### src/rtl/dsp_seq_pkg.sv
// Shared state encoding and sizing helpers for the DSP stage sequencer.
package dsp_seq_pkg;

    localparam int unsigned STATE_W = 3;

    typedef enum logic [STATE_W-1:0] {
        ST_IDLE = 3'd0,
        ST_LOAD = 3'd1,
        ST_RUN  = 3'd2,
        ST_DONE = 3'd3,
        ST_ERR  = 3'd4
    } seq_state_e;

    // Ceiling log2; clog2(1) = 0.
    function automatic int unsigned clog2(input int unsigned value);
        int unsigned     result;
        longint unsigned span;
        result = 0;
        span   = 1;
        while (span < 64'(value)) begin
            span   = span << 1;
            result = result + 1;
        end
        return result;
    endfunction

    function automatic int unsigned idx_width(input int unsigned num_stages);
        return (num_stages > 1) ? clog2(num_stages) : 1;
    endfunction

    // Bits needed to hold the value max_val itself.
    function automatic int unsigned cnt_width(input int unsigned max_val);
        return clog2(max_val + 1);
    endfunction

endpackage

### src/rtl/seq_timer.sv
// Loadable down-counter with a registered zero flag; saturates at zero.
module seq_timer #(
    parameter int unsigned W = 4
) (
    input  logic         clk,
    input  logic         rst_n,
    input  logic         load_i,
    input  logic [W-1:0] load_val_i,
    input  logic         en_i,
    output logic         zero_o
);

    logic [W-1:0] cnt_q, cnt_d;
    logic         zero_q;

    always_comb begin
        cnt_d = cnt_q;
        if (load_i) begin
            cnt_d = load_val_i;
        end else if (en_i && (cnt_q != '0)) begin
            cnt_d = cnt_q - W'(1);
        end
    end

    always_ff @(posedge clk or negedge rst_n) begin
        if (!rst_n) begin
            cnt_q  <= '0;
            zero_q <= 1'b1;
        end else begin
            cnt_q  <= cnt_d;
            zero_q <= (cnt_d == '0);
        end
    end

    assign zero_o = zero_q;

endmodule

### src/rtl/dsp_stage_sequencer.sv
// Sequences a chain of DSP cores: hold in reset, release in order, pulse go,
// wait for done under a watchdog; single-shot or free-running frames.
module dsp_stage_sequencer
    import dsp_seq_pkg::*;
#(
    parameter int unsigned  NUM_STAGES = 2,
    parameter int unsigned  TIMEOUT    = 1023,
    parameter int unsigned  RST_CYCLES = 4,
    parameter int unsigned  FRAME_W    = 16,
    localparam int unsigned IDX_W      = idx_width(NUM_STAGES)
) (
    input  logic                  clk,
    input  logic                  rst_n,
    input  logic                  start_i,
    input  logic                  abort_i,
    input  logic                  cont_mode_i,
    input  logic [NUM_STAGES-1:0] stage_done_i,
    output logic [NUM_STAGES-1:0] stage_rst_o,
    output logic [NUM_STAGES-1:0] stage_go_o,
    output logic                  busy_o,
    output logic                  done_o,
    output logic                  err_o,
    output logic [IDX_W-1:0]      err_stage_o,
    output logic [FRAME_W-1:0]    frame_cnt_o
);

    localparam int unsigned      TMR_W    = cnt_width((TIMEOUT > RST_CYCLES) ? TIMEOUT : RST_CYCLES);
    localparam logic [IDX_W-1:0] LAST_IDX = IDX_W'(NUM_STAGES - 1);

    seq_state_e              state_q, state_d;
    logic [IDX_W-1:0]        idx_q, idx_d;
    logic [NUM_STAGES-1:0]   stage_rst_q, stage_rst_d;
    logic [NUM_STAGES-1:0]   stage_go_q, stage_go_d;
    logic                    busy_q, busy_d;
    logic                    done_q, done_d;
    logic                    err_q, err_d;
    logic [IDX_W-1:0]        err_stage_q, err_stage_d;
    logic [FRAME_W-1:0]      frame_q, frame_d;

    logic hold_load, hold_zero;
    logic wd_zero;
    logic new_stage;
    logic go_cycle;
    logic done_sel;

    seq_timer #(.W(TMR_W)) u_hold_timer (
        .clk        (clk),
        .rst_n      (rst_n),
        .load_i     (hold_load),
        .load_val_i (TMR_W'(RST_CYCLES - 1)),
        .en_i       (state_q == ST_LOAD),
        .zero_o     (hold_zero)
    );

    // Watchdog restarts at every stage go; reaches zero on the TIMEOUT-th cycle after go.
    seq_timer #(.W(TMR_W)) u_wd_timer (
        .clk        (clk),
        .rst_n      (rst_n),
        .load_i     (new_stage),
        .load_val_i (TMR_W'(TIMEOUT)),
        .en_i       (state_q == ST_RUN),
        .zero_o     (wd_zero)
    );

    always_comb begin
        state_d     = state_q;
        idx_d       = idx_q;
        err_d       = err_q;
        err_stage_d = err_stage_q;
        frame_d     = frame_q;
        hold_load   = 1'b0;
        new_stage   = 1'b0;
        go_cycle    = |stage_go_q;
        done_sel    = 1'b0;

        for (int k = 0; k < int'(NUM_STAGES); k++) begin
            if (int'(idx_q) == k) begin
                done_sel = stage_done_i[k];
            end
        end

        if (abort_i) begin
            state_d = ST_IDLE;
        end else begin
            unique case (state_q)
                ST_IDLE, ST_ERR: begin
                    if (start_i) begin
                        state_d     = ST_LOAD;
                        hold_load   = 1'b1;
                        err_d       = 1'b0;
                        err_stage_d = '0;
                    end
                end
                ST_LOAD: begin
                    if (hold_zero) begin
                        state_d   = ST_RUN;
                        idx_d     = '0;
                        new_stage = 1'b1;
                    end
                end
                ST_RUN: begin
                    // Done in the go cycle itself is stale and ignored.
                    if (!go_cycle && done_sel) begin
                        if (idx_q == LAST_IDX) begin
                            state_d = ST_DONE;
                            frame_d = frame_q + FRAME_W'(1);
                        end else begin
                            idx_d     = idx_q + IDX_W'(1);
                            new_stage = 1'b1;
                        end
                    end else if (!go_cycle && wd_zero) begin
                        state_d     = ST_ERR;
                        err_d       = 1'b1;
                        err_stage_d = idx_q;
                    end
                end
                ST_DONE: begin
                    if (cont_mode_i) begin
                        state_d   = ST_LOAD;
                        hold_load = 1'b1;
                    end else begin
                        state_d = ST_IDLE;
                    end
                end
                default: state_d = ST_IDLE;
            endcase
        end

        if (state_d != ST_RUN) begin
            idx_d = '0;
        end

        busy_d = (state_d == ST_LOAD) || (state_d == ST_RUN);
        done_d = (state_d == ST_DONE);
        for (int k = 0; k < int'(NUM_STAGES); k++) begin
            stage_rst_d[k] = !((state_d == ST_RUN) && (k <= int'(idx_d)));
            stage_go_d[k]  = new_stage && (int'(idx_d) == k);
        end
    end

    always_ff @(posedge clk or negedge rst_n) begin
        if (!rst_n) begin
            state_q     <= ST_IDLE;
            idx_q       <= '0;
            stage_rst_q <= '1;
            stage_go_q  <= '0;
            busy_q      <= 1'b0;
            done_q      <= 1'b0;
            err_q       <= 1'b0;
            err_stage_q <= '0;
            frame_q     <= '0;
        end else begin
            state_q     <= state_d;
            idx_q       <= idx_d;
            stage_rst_q <= stage_rst_d;
            stage_go_q  <= stage_go_d;
            busy_q      <= busy_d;
            done_q      <= done_d;
            err_q       <= err_d;
            err_stage_q <= err_stage_d;
            frame_q     <= frame_d;
        end
    end

    assign stage_rst_o = stage_rst_q;
    assign stage_go_o  = stage_go_q;
    assign busy_o      = busy_q;
    assign done_o      = done_q;
    assign err_o       = err_q;
    assign err_stage_o = err_stage_q;
    assign frame_cnt_o = frame_q;

endmodule

### config.mk
export PLATFORM = sky130hd
export DESIGN_NAME = dsp_stage_sequencer
export DESIGN_NICKNAME = d
export VERILOG_FILES = /design/src/rtl/dsp_seq_pkg.sv /design/src/rtl/seq_timer.sv /design/src/rtl/dsp_stage_sequencer.sv
export SDC_FILE = /design/constraint.sdc
export NUM_CORES = 1
export LEC_CHECK = 0
export CAP_MARGIN = 20
export CORE_MARGIN = 3
export CORE_UTILIZATION = 26
export DETAILED_ROUTE_END_ITERATION = 6
export SLEW_MARGIN = 5
export SYNTH_ARGS = -nofsm -noshare
export SYNTH_HDL_FRONTEND = slang
export SYNTH_SLANG_ARGS = --single-unit
### constraint.sdc
create_clock -name clk -period 2.24 [get_ports clk]
set_clock_uncertainty 0.2 [all_clocks]
set_input_delay 0.56 -clock clk [delete_from_list [all_inputs] [get_ports clk]]
set_output_delay 0.56 -clock clk [all_outputs]
set_load 0.05 [all_outputs]
==> metrics.txt <==
Starting Density 0.2699; Tmin final between 2 and 2.5 ns; final worst setup slack 0.04098 ns; Core Rows 37; Multi-input gate area 0.001622 mm2; final hold slack approximately 0.033 ns; Power Internal between 2 and 2.5 mW; Min-Delay Path Class input port to async pin; via/cell ratio ~5; Arr. time, crit path 2.22 ns; Max Cap Violations 0; clock-pin slew on the worst setup and hold paths around 0.09 ns; Hold Vio Cnt, Final 0; DIE AREA ~0.012 mm2; Sw Share 0.3811; Die Wd around 110 um; fin nets between 300 and 400; Port Buf Inserts 30; endpoint type of the worst setup path flip-flop; synth warn 0; Antenna Nets Post-Route 0; switching pwr about 1.2 mW; Clock Power Share 0.195; Post-Syn Area about 0.0028 mm2; Place WS -0.3192 ns; IO Pins 31; critical path class input port to flip-flop; PD cells roughly 830 mW/mm2; vias in the first global route between 2k and 2.5k; Power Total about 3.3 mW; Post-synth ARST share 1.000; H-tree level count 2; Die Ht 110.2 um; Critical Path Start Type input port; Pre-antenna DRT Iters 7; 1st-iter DRT viols approximately 110; largest net degree at the start of global routing 51; period utilization 0.9817; Synth cell types between 60 and 70; clock root buffer master clkbuf_8; most common cell after layout, fill and taps aside buf_4; Tightest Pin Transition 0.4946 ns; syn_nets around 290; post-layout util 0.3759; drt total wl around 7300 um; Clock Latency Late Sink ~0.30 ns; hold_buf cts 0; placed wire-length estimate 4944 um; share of cells above drive strength 1 0.3753; most frequent cells in the layout buf_4, dfrtp_1, nor2_1; Reg power frac 0.361; fin. max-slew vios 0; grt total ovfl 0; Slew HR 0.6677; status completed; Vias between 2k and 2.5k; combinational fraction of design power 0.444; placed cell count 488; Avg Cell Area, Syn just over 10 um2; sequential cell area fraction in the yosys report 0.4448; worst path required time roughly 2.3 ns; diodes inserted 0; flops & latches, synth 50; Fmax roughly 0.45 GHz; Leak roughly 1.8 nW; number of buffers created by CTS 5; critical path fanouts, max 8; first-pass GRT wire length between 10,000 and 15,000 um; initial antenna violation count 0; Main synth FF type dfrtp_1; CTS tree done; EDFF count, synth 0; Placer Congestion 0.9044; Finish-stage setup viols 0; Syn-to-layout area delta 39.26%; total core area between 0.01 and 0.015 mm2; register area approximately 0.0013 mm2; CTS Sinks 50; Peak VDD IR roughly 430 uV; DRC 0; GRT Total Usage 0.1164; Post-Layout Cell Count 501; routed wire length per instance 14.67 um; Bufs on Longest Clock Path 2; Post-Synthesis Cells about 280; fillcell total around 1.1k
[cells by family (layout without fill, tap and decap cells)]
logic type                 Yosys count  in the layout  share of synthesized area
xor gates and xnor gates            23             23                    0.07133
AOI/OAI and AO/OA                   44             45                     0.1285
buffers and inverters               21            108                    0.03943
adders and majority gates            3              3                    0.01329
and+or+nand+nor                    130            130                     0.2809
muxes                                6              6                    0.02171
DFF                                 50             50                     0.4448
[repair_timing]
item	4_1_cts	5_1_grt
gates cloned	0	2
resized for setup	1	40
setup endpoints to repair	3	14
setup buffers	1	2
pin swaps	0	17
[worst paths after layout]
check,end,depth (start not counted),startpoint,slack [ns]
min reg2reg,frame_cnt_o[13],1,frame_cnt_o[13],0.30
max in group asynchronous,u_hold_timer.zero_o,2,rst_n,1.53
max reg2reg,frame_cnt_o[15],6,state_q[2],0.07
max,frame_cnt_o[10],7,stage_done_i[1],0.04
min,idx_q,2,rst_n,0.03
min in group clk,frame_cnt_o[13],1,frame_cnt_o[13],0.30
[state kept, by name, summed over array words and instances, names as in the netlist]
name                 cells
stage_go_o               2
u_hold_timer.cnt_q      10
state_q                  3
u_wd_timer.cnt_q        10
err_o                    1
u_hold_timer.zero_o      1
stage_rst_o              2
done_o                   1
busy_o                   1
frame_cnt_o             16
idx_q                    1
err_stage_o              1
u_wd_timer.zero_o        1
[worst max-delay path, cell delays in order]
cell and delay, ns:
clkdlybuf4s50_1 0.47, nand2_2 0.07, o2111a_2 0.17, o31a_4 0.42
buf_12 0.18, nor3_4 0.18, xor2_1 0.16
[power groups by stage]
stage               logic (mW)  clock network, mW  registers (mW)
floorplan                0.720                  0            1.25
global placement          1.27                  0            1.18
detailed placement        1.29                  0            1.19
CTS                       1.30              0.663            1.17
global route              1.60              0.695            1.21
finish                    1.46              0.638            1.18
[per-layer routing]
metal	vias to the layer above	global-route usage	routed length (um)
met5	-	0	0
met4	0	0.03342	89
met3	7	0.01922	312
met2	73	0.1828	3512
met1	1220	0.1650	3434
li1	1182	-	-
[layout make-up]
| type | instances | area share |
|---|---|---|
| Multi-Input combinational cell | 207 | 0.4123 |
| Timing Repair Buffer | 89 | 0.1868 |
| Sequential cell | 50 | 0.3194 |
| Tap cell | 136 | 0.04327 |
| Clock inverter | 3 | 0.01018 |
| Inverter | 11 | 0.01050 |
| Clock buffer | 5 | 0.01750 |
[synth_stat cells (5+ instances only)]
library cell	count	area (um2)
a21oi_1	10	50.05
nor2_1	26	97.59
dfrtp_1	46	1151
or3_1	5	31.28
and3_1	5	31.28
nand3_1	9	45.04
inv_1	11	41.29
nand4b_1	6	52.55
nor3_1	6	30.03
nor4_1	6	37.54
nand4_1	7	43.79
mux2i_1	5	50.05
xor2_1	19	166.4
nor3_2	9	90.09
nand2_1	23	86.33
[per-stage QoR]
step / setup TNS [ns] / area (um2)
2_1_floorplan: 0 / 2829
3_3_place_gp: -5.765 / 3602
3_5_place_dp: -6.286 / 3602
4_1_cts: 0 / 3721
5_1_grt: -0.005840 / 3933
6_report: 0 / 3933
(Power assumes the default switching activity.)
==> patch (same flow settings) <==
Re-encode `seq_state_e` (5 states) as one-hot, 5 bits wide.
--- a/src/rtl/dsp_seq_pkg.sv
+++ b/src/rtl/dsp_seq_pkg.sv
@@ -4,10 +4,10 @@
     localparam int unsigned STATE_W = 3;
 
-    typedef enum logic [STATE_W-1:0] {
-        ST_IDLE = 3'd0,
-        ST_LOAD = 3'd1,
-        ST_RUN  = 3'd2,
-        ST_DONE = 3'd3,
-        ST_ERR  = 3'd4
+    typedef enum logic [4:0] {
+        ST_IDLE = 5'b00001,
+        ST_LOAD = 5'b00010,
+        ST_RUN  = 5'b00100,
+        ST_DONE = 5'b01000,
+        ST_ERR  = 5'b10000
     } seq_state_e;
 
Function: same outputs for any inputs over 10 cycles, from zero or initial values and one cycle with rst_n low; not proved beyond that.
==> patch against the unedited design <==
- the run now ends with setup timing left
- die area is 1.2% higher
- sequential share of layout area rose by 1.8 points
- critical path depth stayed put
- wire length shrank 1.4%
- cell count increased by 2.4%
- final area is 1.2% lower
- maximum frequency shrank 2.1%
- synthesized area is 1.3% higher
- setup slack got worse by 48 ps
- via count grew 2.1%
- count of clock-buffer cells in the layout stayed put
- sequential cell count up 2
- critical endpoint is now u_hold_timer.zero_o$_DFF_PN1_
- largest cell class unchanged
- highest routed layer unchanged
Power is not compared: it rests on default switching activity, and its combinational part moved more than twofold at a synthesized area within 25%.
==> patch: results (changes against the unedited design) <==
| Metric | Value |
|---|---|
| Fillers | `1034 (-3.8%)` |
| Max FO, Critical Path | `9 (+1)` |
| Endpoints failing setup | `2 (+2)` |
| Outcome | `finished, violations left` |
| WL met2 | `3640 um (+3.6%)` |
| Max_slew headroom | `0.624 (-0.0440)` |
| Final worst setup slack | `-6.55 ps (-47.5 ps)` |
| Final hold slack | `284 ps (+251 ps)` |
| Crit path max-delay family | `flip-flops` |
| Syn avg cell area | `9.76 um2 (-4.2%)` |
| Failing checks | `setup timing` |
| First-pass GRT wire length | `12100 um (+5.9%)` |
| GPL Wtd Cong | `0.854 (-5.6%)` |
| Crit path to | `u_hold_timer.zero_o$_DFF_PN1_` |
| Crit-path max cell delay | `690 ps (+220 ps)` |
| Largest cells by area after synthesis | `dfrtp_1 (41%), xnor2_1 (5.2%), dfstp_2 (4.6%)` |
| Fin nets | `386 (+3.2%)` |
| Place WS | `-152 ps (+167 ps)` |
| Final HPWL DP | `5340 um (+8.1%)` |
| Drt initial violations | `146 (+34%)` |
| Met1 Use GR | `0.148 (-0.0168)` |
| DRT Pass-1 Iters | `4 (-3)` |
| R2R depth | `7 (+1)` |
| Met3 GRT Util | `0.0289 (+0.00971)` |
| Cts hold-fix bufs | `1 (+1)` |
[patch: power by group]
group	switching, uW	internal [uW]	total, uW	leakage [uW]
clock network	326	331	657	0.0000541
registers	35.6	972	1010	0.000653
logic	179	167	346	0.000980
[patch: layout make-up]
| class | instances | area (um2) | share of cell area |
|---|---|---|---|
| clock buffer | 5 | 68.8 | 0.0177 |
| clock inverter | 3 | 42.5 | 0.0110 |
| inverter | 13 | 48.8 | 0.0126 |
| multi-input combinational | 217 | 1570 | 0.403 |
| sequential | 52 | 1310 | 0.337 |
| tap | 136 | 170 | 0.0438 |
| timing repair buffer | 87 | 678 | 0.175 |
[patch: cell families after synthesis]
logic type / count (synthesis) / share of synthesized area
flip-flops: 52 / 0.457
multiplexers: 5 / 0.0184
XOR/XNOR: 25 / 0.0766
buffers and inverters: 24 / 0.0328
adder cells (fa/ha/maj): 3 / 0.0131
AO/OA/AOI/OAI: 54 / 0.132
AND/OR/NAND/NOR: 130 / 0.270
